$ cat src/rtl/fp_mult_pkg.sv
// Shared types and constants for the shared FP multiplier arbiter.
// Bench checkers import the same special-value encodings.
package fp_mult_pkg;

  localparam int FP_W   = 32;
  localparam int EXP_W  = 8;
  localparam int FRAC_W = 23;

  localparam logic [FP_W-1:0] QNAN    = 32'h7FC0_0000;
  localparam logic [FP_W-1:0] POS_INF = 32'h7F80_0000;

  typedef enum logic [1:0] {
    IDLE = 2'd0,
    EXEC = 2'd1,
    DONE = 2'd2
  } state_e;

endpackage

$ cat src/rtl/fp_mult_arbiter_rr_arbiter.sv
// Round-robin grant: first asserted request at or above ptr, wrapping.
module rr_arbiter #(
  parameter  int N_REQ = 4,
  localparam int IW    = $clog2(N_REQ)
) (
  input  logic [N_REQ-1:0] req_i,
  input  logic [IW-1:0]    ptr_i,
  output logic [N_REQ-1:0] gnt_o,
  output logic [IW-1:0]    idx_o,
  output logic             any_o
);

  int          j;
  logic [IW-1:0] jj;

  always_comb begin
    gnt_o = '0;
    idx_o = '0;
    any_o = 1'b0;
    j     = 0;
    jj    = '0;
    for (int k = 0; k < N_REQ; k++) begin
      j = int'(ptr_i) + k;
      if (j >= N_REQ) j = j - N_REQ;
      jj = IW'(j);
      if (!any_o && req_i[jj]) begin
        any_o     = 1'b1;
        gnt_o[jj] = 1'b1;
        idx_o     = jj;
      end
    end
  end

endmodule

$ cat src/rtl/fp_multiplier.sv
// Combinational IEEE-754 single multiply, round-to-nearest-even.
// Subnormal inputs and results are flushed to signed zero.
module fp_multiplier
  import fp_mult_pkg::*;
(
  input  logic [FP_W-1:0] a_i,
  input  logic [FP_W-1:0] b_i,
  output logic [FP_W-1:0] p_o
);

  logic              s;
  logic [EXP_W-1:0]  ea, eb;
  logic [FRAC_W-1:0] fa, fb, man;
  logic              a_nan, b_nan, a_inf, b_inf, a_zero, b_zero;
  logic [47:0]       prod;
  logic              g, st;
  logic [24:0]       rnd;
  logic [9:0]        exp_raw, exp_r;
  logic [FRAC_W-1:0] frac;

  always_comb begin
    s      = a_i[FP_W-1] ^ b_i[FP_W-1];
    ea     = a_i[FP_W-2 -: EXP_W];
    eb     = b_i[FP_W-2 -: EXP_W];
    fa     = a_i[FRAC_W-1:0];
    fb     = b_i[FRAC_W-1:0];
    a_nan  = (&ea) & (|fa);
    b_nan  = (&eb) & (|fb);
    a_inf  = (&ea) & ~(|fa);
    b_inf  = (&eb) & ~(|fb);
    a_zero = ~(|ea);
    b_zero = ~(|eb);
    prod   = 48'({1'b1, fa}) * 48'({1'b1, fb});
    if (prod[47]) begin
      man = prod[46:24];
      g   = prod[23];
      st  = |prod[22:0];
    end else begin
      man = prod[45:23];
      g   = prod[22];
      st  = |prod[21:0];
    end
    rnd     = {2'b01, man} + 25'(g & (st | man[0]));
    exp_raw = {2'b00, ea} + {2'b00, eb} - 10'd127
            + {9'd0, prod[47]};
    exp_r   = rnd[24] ? exp_raw + 10'd1 : exp_raw;
    frac    = rnd[24] ? rnd[23:1] : rnd[22:0];

    if (a_nan | b_nan | (a_inf & b_zero) | (a_zero & b_inf))
      p_o = QNAN;
    else if (a_inf | b_inf)
      p_o = POS_INF | {s, 31'd0};
    else if (a_zero | b_zero)
      p_o = {s, 31'd0};
    else if ($signed(exp_r) >= 10'sd255)
      p_o = POS_INF | {s, 31'd0};
    else if ($signed(exp_r) <= 10'sd0)
      p_o = {s, 31'd0};
    else
      p_o = {s, exp_r[7:0], frac};
  end

endmodule

$ cat src/rtl/fp_mult_arbiter.sv
// Shares one combinational FP multiplier among N_REQ requesters,
// returning tagged products after LAT cycles on a valid/ready port.
module fp_mult_arbiter
  import fp_mult_pkg::*;
#(
  parameter  int N_REQ = 4,
  parameter  int LAT   = 2,
  localparam int IW    = $clog2(N_REQ)
) (
  input  logic               clk,
  input  logic               rst_n,
  input  logic [N_REQ-1:0]   req_valid,
  output logic [N_REQ-1:0]   req_ready,
  input  logic [32*N_REQ-1:0] req_a,
  input  logic [32*N_REQ-1:0] req_b,
  output logic               res_valid,
  input  logic               res_ready,
  output logic [31:0]        res_data,
  output logic [IW-1:0]      res_id,
  output logic               busy
);

  localparam logic [3:0] CNT_INIT =
    (LAT >= 2) ? 4'(LAT - 2) : 4'd0;

  state_e        state_q, state_d;
  logic [3:0]    cnt_q, cnt_d;
  logic [IW-1:0] ptr_q, ptr_d;
  logic [IW-1:0] id_q, id_d;
  logic [31:0]   a_q, a_d, b_q, b_d;
  logic [31:0]   res_q, res_d;

  logic [N_REQ-1:0] gnt;
  logic [IW-1:0]    gidx;
  logic             any, accept, fire;
  logic [31:0]      sel_a, sel_b;
  logic [31:0]      mul_a, mul_b, mul_p;

  rr_arbiter #(.N_REQ(N_REQ)) u_arb (
    .req_i (req_valid),
    .ptr_i (ptr_q),
    .gnt_o (gnt),
    .idx_o (gidx),
    .any_o (any)
  );

  // With LAT==1 the product is captured on the accept edge itself.
  assign sel_a = req_a[int'(gidx)*FP_W +: FP_W];
  assign sel_b = req_b[int'(gidx)*FP_W +: FP_W];
  assign mul_a = (LAT == 1) ? sel_a : a_q;
  assign mul_b = (LAT == 1) ? sel_b : b_q;

  fp_multiplier u_mul (
    .a_i (mul_a),
    .b_i (mul_b),
    .p_o (mul_p)
  );

  assign accept = rst_n & ((state_q == IDLE) |
                  ((state_q == DONE) & res_ready));
  assign fire      = accept & any;
  assign req_ready = fire ? gnt : '0;
  assign res_valid = (state_q == DONE);
  assign busy      = (state_q != IDLE);
  assign res_data  = res_q;
  assign res_id    = id_q;

  always_comb begin
    state_d = state_q;
    cnt_d   = cnt_q;
    ptr_d   = ptr_q;
    id_d    = id_q;
    a_d     = a_q;
    b_d     = b_q;
    res_d   = res_q;
    unique case (state_q)
      IDLE: ;
      EXEC: begin
        if (cnt_q == 4'd0) begin
          state_d = DONE;
          res_d   = mul_p;
        end else begin
          cnt_d = cnt_q - 4'd1;
        end
      end
      DONE: begin
        if (res_ready && !any) state_d = IDLE;
      end
      default: state_d = IDLE;
    endcase
    if (fire) begin
      a_d   = sel_a;
      b_d   = sel_b;
      id_d  = gidx;
      ptr_d = (int'(gidx) == N_REQ - 1) ? '0 : gidx + 1'b1;
      cnt_d = CNT_INIT;
      if (LAT == 1) begin
        state_d = DONE;
        res_d   = mul_p;
      end else begin
        state_d = EXEC;
      end
    end
  end

  always_ff @(posedge clk or negedge rst_n) begin
    if (!rst_n) begin
      state_q <= IDLE;
      cnt_q   <= '0;
      ptr_q   <= '0;
      id_q    <= '0;
      a_q     <= '0;
      b_q     <= '0;
      res_q   <= '0;
    end else begin
      state_q <= state_d;
      cnt_q   <= cnt_d;
      ptr_q   <= ptr_d;
      id_q    <= id_d;
      a_q     <= a_d;
      b_q     <= b_d;
      res_q   <= res_d;
    end
  end

endmodule
$ cat config.mk
export PLATFORM = sky130hd
export DESIGN_NAME = fp_mult_arbiter
export DESIGN_NICKNAME = d
export VERILOG_FILES = /design/src/rtl/fp_mult_pkg.sv /design/src/rtl/fp_mult_arbiter_rr_arbiter.sv /design/src/rtl/fp_multiplier.sv /design/src/rtl/fp_mult_arbiter.sv
export SDC_FILE = /design/constraint.sdc
export NUM_CORES = 2
export LEC_CHECK = 0
export CELL_PAD_IN_SITES_DETAIL_PLACEMENT = 1
export CELL_PAD_IN_SITES_GLOBAL_PLACEMENT = 1
export CORE_MARGIN = 3
export CORE_UTILIZATION = 48
export CTS_CLUSTER_DIAMETER = 30
export DETAILED_ROUTE_END_ITERATION = 8
export PLACE_DENSITY_LB_ADDON = 0.1
export RECOVER_POWER = 25
export SYNTH_ARGS = -nofsm -noshare
export SYNTH_HDL_FRONTEND = slang
export SYNTH_SLANG_ARGS = --single-unit
$ cat constraint.sdc
create_clock -name clk -period 30.4 [get_ports clk]
set_clock_uncertainty 0.1 [all_clocks]
set_input_delay 7.6 -clock clk [delete_from_list [all_inputs] [get_ports clk]]
set_output_delay 7.6 -clock clk [all_outputs]
set_load 0.1 [all_outputs]
* After elaboration in Yosys (flattened, before gate mapping)
Cells that the tools add are included.
Storage, ports and cells: bits in registers 106, bits of input ports 263, output and inout port bits 40, word-level logic and storage cells 148
Operators by class: add/sub/neg operators 14, multiply operators 1, magnitude comparators 14, equal/unequal tests 7, shifts and indexed selects 2, mux-type cells 51, bitwise operators 25, reduce and logical (&&, ||, !) cells 27
Operators with widths (count):
- indexed part select 128 x 8 -> 32 bit | 2
- two-way mux 31 bit | 4
- OR reduction 23 bit | 3
- multiplier 24 x 24 -> 48 bit | 1
- two-way mux 23 bit | 2
- two-way mux 32 bit | 1
- two-way mux 4 bit | 8
- adder 24 x 25 -> 25 bit | 1
- AND 1 x 25 -> 25 bit | 1
- two-way mux 2 bit | 12
- OR reduction 22 bit | 1
- AND reduction 8 bit | 2
- OR reduction 8 bit | 2
- two-way mux 1 bit | 14
- less-than comparator 2 x 3 -> 1 bit, second input constant | 4
- OR 4 bit | 3
- adder 10 x 1 -> 10 bit | 1
- adder 10 x 1 -> 10 bit, second input constant | 1
- greater-or-equal comparator 10 x 9 -> 1 bit, second input constant | 1
- <= comparator 10 x 1 -> 1 bit, second input constant | 1
- two-way mux 10 bit | 1
- subtractor 10 x 7 -> 10 bit, second input constant | 1
- adder 8 x 8 -> 9 bit | 1
- AND 1 bit | 9
- 26 further kinds | 64

* Depth between registers and ports, before layout
depth after elaboration 19, depth in mapped cells 45, gate-level depth less buffers 39

* Hierarchy
A second synthesis with hierarchy kept.
Unflattened totals: cell total of the unflattened synthesis 3050, area total of the unflattened synthesis 28279.6 µm²
By module, submodules not included:
- fp_multiplier | instances 1, cells an instance 2677, area an instance 22273.9 µm², sequential area each 0.0 µm²
- fp_mult_arbiter | instances 1, cells an instance 328, area an instance 5584.1 µm², sequential area each 2652.5 µm²
- rr_arbiter | instances 1, cells an instance 45, area an instance 421.7 µm², sequential area each 0.0 µm²

* Worst setup path before layout
No wires, ideal clock.
path type input -> output, from input port req_valid[2], to output port req_ready[0], arrival 10.151 ns, required time 22.700 ns, setup slack 12.549 ns, stages on the path 7, path buffers 1, cell sequence mux4_2 -> clkbuf_1 -> a211oi_1 -> a22oi_1 -> nor2_1 -> a221oi_1 -> nor2_1
On the way: longest elaborated chain between the ends 14, elaborated cells between the ends (all ways) 27, classes of those cells mux (17); bitwise (4); reduce/logical (6)
RTL lines:
- from (decl) | RTL line fp_mult_arbiter.sv:12 | input logic [N_REQ-1:0] req_valid,
- binary-select mux 1 bit (select 2 bit) | RTL line fp_mult_arbiter_rr_arbiter.sv:26 | if (!any_o && req_i[jj]) begin
- two-way mux 1 bit (not written as such) | RTL line fp_mult_arbiter_rr_arbiter.sv:26
- two-way mux 1 bit | RTL line fp_mult_arbiter_rr_arbiter.sv:26
- zero test 1 bit | RTL line fp_mult_arbiter_rr_arbiter.sv:26
- logical AND 1 bit | RTL line fp_mult_arbiter_rr_arbiter.sv:26
- two-way mux 1 bit | RTL line fp_mult_arbiter_rr_arbiter.sv:26
- zero test 1 bit | RTL line fp_mult_arbiter_rr_arbiter.sv:26
- logical AND 1 bit | RTL line fp_mult_arbiter_rr_arbiter.sv:26
- two-way mux 1 bit | RTL line fp_mult_arbiter_rr_arbiter.sv:26
- zero test 1 bit | RTL line fp_mult_arbiter_rr_arbiter.sv:26
- logical AND 1 bit | RTL line fp_mult_arbiter_rr_arbiter.sv:26
- two-way mux 1 bit | RTL line fp_mult_arbiter_rr_arbiter.sv:26
- AND 1 bit | RTL line fp_mult_arbiter.sv:61 | assign fire = accept & any;
- two-way mux 4 bit * | RTL line fp_mult_arbiter.sv:62 | assign req_ready = fire ? gnt : '0;
- to (decl) | RTL line fp_mult_arbiter.sv:13 | output logic [N_REQ-1:0] req_ready,
Mark *: on every way between the ends. The rest lies on a longest branch, timed or not. The select of a mux whose other input is x is not followed.

* Worst setup path in the final report
from input port rst_n, to output port req_ready[1]
On the way: longest elaborated chain between the ends 3
RTL lines:
- from (decl) | RTL line fp_mult_arbiter.sv:11 | input logic rst_n,
- AND 1 bit | RTL line fp_mult_arbiter.sv:59 | assign accept = rst_n & ((state_q == IDLE) |
- AND 1 bit | RTL line fp_mult_arbiter.sv:61
- two-way mux 4 bit | RTL line fp_mult_arbiter.sv:62
No other way between the ends.

==> flow_summary.toml <==
[outcome]
outcome = "finished with violations"
violations = "capacitance limit, slew limit"

[worst_setup_path]
reg2reg_depth = 39
end_kind = "output port"
r2r-start = "b_q[8]"
critical_path_peak_fanout = 107
r2r_end = "res_data[13]"
arrival_ns = 11.81
endpoint = "req_ready[1]"
rrSetupSlack_ns = 16.74
critical_path.startpoint = "rst_n"
critPathLaunchType = "input pin"
required_ns = 22.70
worstSetupPathType = "in -> out"

[cts]
clock-sinks = 106
worstSkewPairLatency_ns = 0.39
cts_tree = "built"
h-tree-depth = 3
cts_buffer_depth = 2
root_buffer = "clkbuf_16"
clkSlewWorstSetupHoldPaths_ns = 0.07
post_cts_resized = 0
ctsHoldBuffers = 0
postCtsSetupBuffers = 0
cts_made_buffers = 9

[timing]
hold_viol = 0
timing.fmax_mhz = 51.26
drv_slew = 110
worstMarginPinSlew_ns = 4.160
finalCritPeriodShare_pct = 64.17
maxSlewHeadroom_pct = -177.3
rsz0062_at_grt = "no"
setup-tns-final_ns = 0
period_minus_slack_ns = 19.51
finalSetupViolCount = 0

[synthesis]
yosysSeqAreaShare_pct = 9.487
yosysTopAreaCellShare_pct = 34.58
synthCells = 3495
yosysMostFrequentCell = "nand2_1"
synthTopCellsByArea = "fa_1, nand2_1, dfrtp_1"
netlist_area_um2 = 27960
synth.net_count = 4436
ys_top_cells_by_count = "nand2_1, inv_1, fa_1, and2_1, ha_1"
async_flop_share_pct = 100.0
ys_ff_latch = 106
synth_area_leader_cell = "fa_1"
synth.avg_cell_area_um2 = 8.000
yosysWarnings = 0
synthDistinctLibCells = 93
synth-edff-count = 0
synth_ff_type = "dfrtp_1"

[route]
drc = 0
drtIter0Drc = 1763
wl_mm = 105.6
via_count = 25630
viasPerCell = 5.789
drt_first_pass_iters = 5
antenna_left = 0
wl_per_cell_um = 23.86

[global_routing]
grt_pass1_vias = 28710
grt_use_total_pct = 35.45
grt_start_max_net_pins = 108
overflow = 0
grt_pass1_wl_mm = 164.8
antenna_found_initial = 4

[min_path]
whs_path_depth = 2
hold_path.startpoint = "a_q[15]"
hold_path.class = "reg -> reg"

[floorplanning]
rows = 87
coreArea_um2 = 57040
ios = 303
die_area_um2 = 61180
dieHeight_um = 247.4
initial_utilization_pct = 49.02
die_w_um = 247.4

[final_layout]
fillerInstances = 7003
num-nets-final = 4605
drive_above_1_share_pct = 2.998
utilization_pct = 55.84
area_delta_synth_final_pct = 13.92
instances_no_fill = 4427

[flow_run]
max_cap_viol_count = 2

[place]
io_buffers = 302
dp_hpwl_mm = 84.38
gp_congestion = 0.9351
dp_cells = 4409
## flip-flops by register name, summed over array words and instances, names as in the netlist, named ones only
name and cells:
res_data 32, ptr_q 1, b_q 32, res_id 2
a_q 32, state_q 2, cnt_q 4
## cells in the final DEF (no fill, tap or decap), types with 10 or more instances in the layout
cell	netlist	final
nand4_1	26	26
nor4_1	22	22
nor3_1	37	37
a31oi_1	10	10
nand3_1	87	87
and2_1	231	231
xnor2_1	44	44
o211ai_1	31	31
nor2_1	143	143
clkdlybuf4s50_1	0	301
o21ai_0	155	155
fa_1	483	483
a21o_1	22	21
a32o_1	15	15
ha_1	195	195
a211oi_1	13	12
buf_4	2	44
and3_1	14	14
dfrtp_1	106	106
mux2i_1	10	10
nand2_1	763	762
or3_1	12	12
inv_1	578	578
o22ai_1	10	10
xor2_1	38	38
o21ai_1	14	14
a21oi_1	78	77
## routing by layer
metal	global-route usage (%)	up-vias	wire [µm]
met2	60.64	948	51350
met1	42.60	13090	40710
met4	19.04	2	6683
li1	-	11280	-
met3	6.363	319	6861
met5	0	-	17
## kinds of logic (layout without fill, tap and decap cells)
logic type / count (synthesis) / in the layout / share of synthesized area [%]
AO/OA/AOI/OAI: 451 / 451 / 10.60
XOR/XNOR: 83 / 83 / 2.649
adder cells (fa/ha/maj): 678 / 678 / 43.31
buffers and inverters: 771 / 945 / 10.54
flip-flops: 106 / 106 / 9.487
multiplexers: 13 / 13 / 0.5191
other: 0 / 2 / 0
AND/OR/NAND/NOR: 1393 / 1393 / 22.90
## worst max-delay path, stage by stage
cell and delay, ns:
clkbuf_1 1.41, nor3b_1 0.60, nand2_4 0.62, nor2_1 0.27
clkdlybuf4s50_1 1.21
## final cells by class
class,instances,area [µm²],share of cell area [%]
clock inverter,6,65.06,0.2043
timing repair buffer,347,3351,10.52
sequential,106,2653,8.328
multi-input combinational,2618,22410,70.35
clock buffer,10,239.0,0.7503
inverter,582,2185,6.859
antenna,2,5.005,0.01571
tap,756,945.9,2.970
## through the flow
stage / setup slack, ns / cell area [µm²] / hold slack (ns)
3_3_place_gp: 11.92 / 31550 / 0.3618
2_1_floorplan: 12.55 / 27960 / 0.3702
4_1_cts: 11.83 / 31850 / 0.3933
3_5_place_dp: 11.82 / 31550 / 0.3764
5_1_grt: 10.50 / 31850 / 0.4220
6_report: 10.89 / 31850 / 0.3876
## worst min path at each step
stage	end
2_1_floorplan	a_q[31]
3_3_place_gp	a_q[21]
3_5_place_dp	a_q[15]
4_1_cts	a_q[15]
5_1_grt	res_data[15]
6_report	a_q[15]
Power is not shown: default switching activity piles up to over one toggle a cycle in this logic, so the estimate is an artifact.
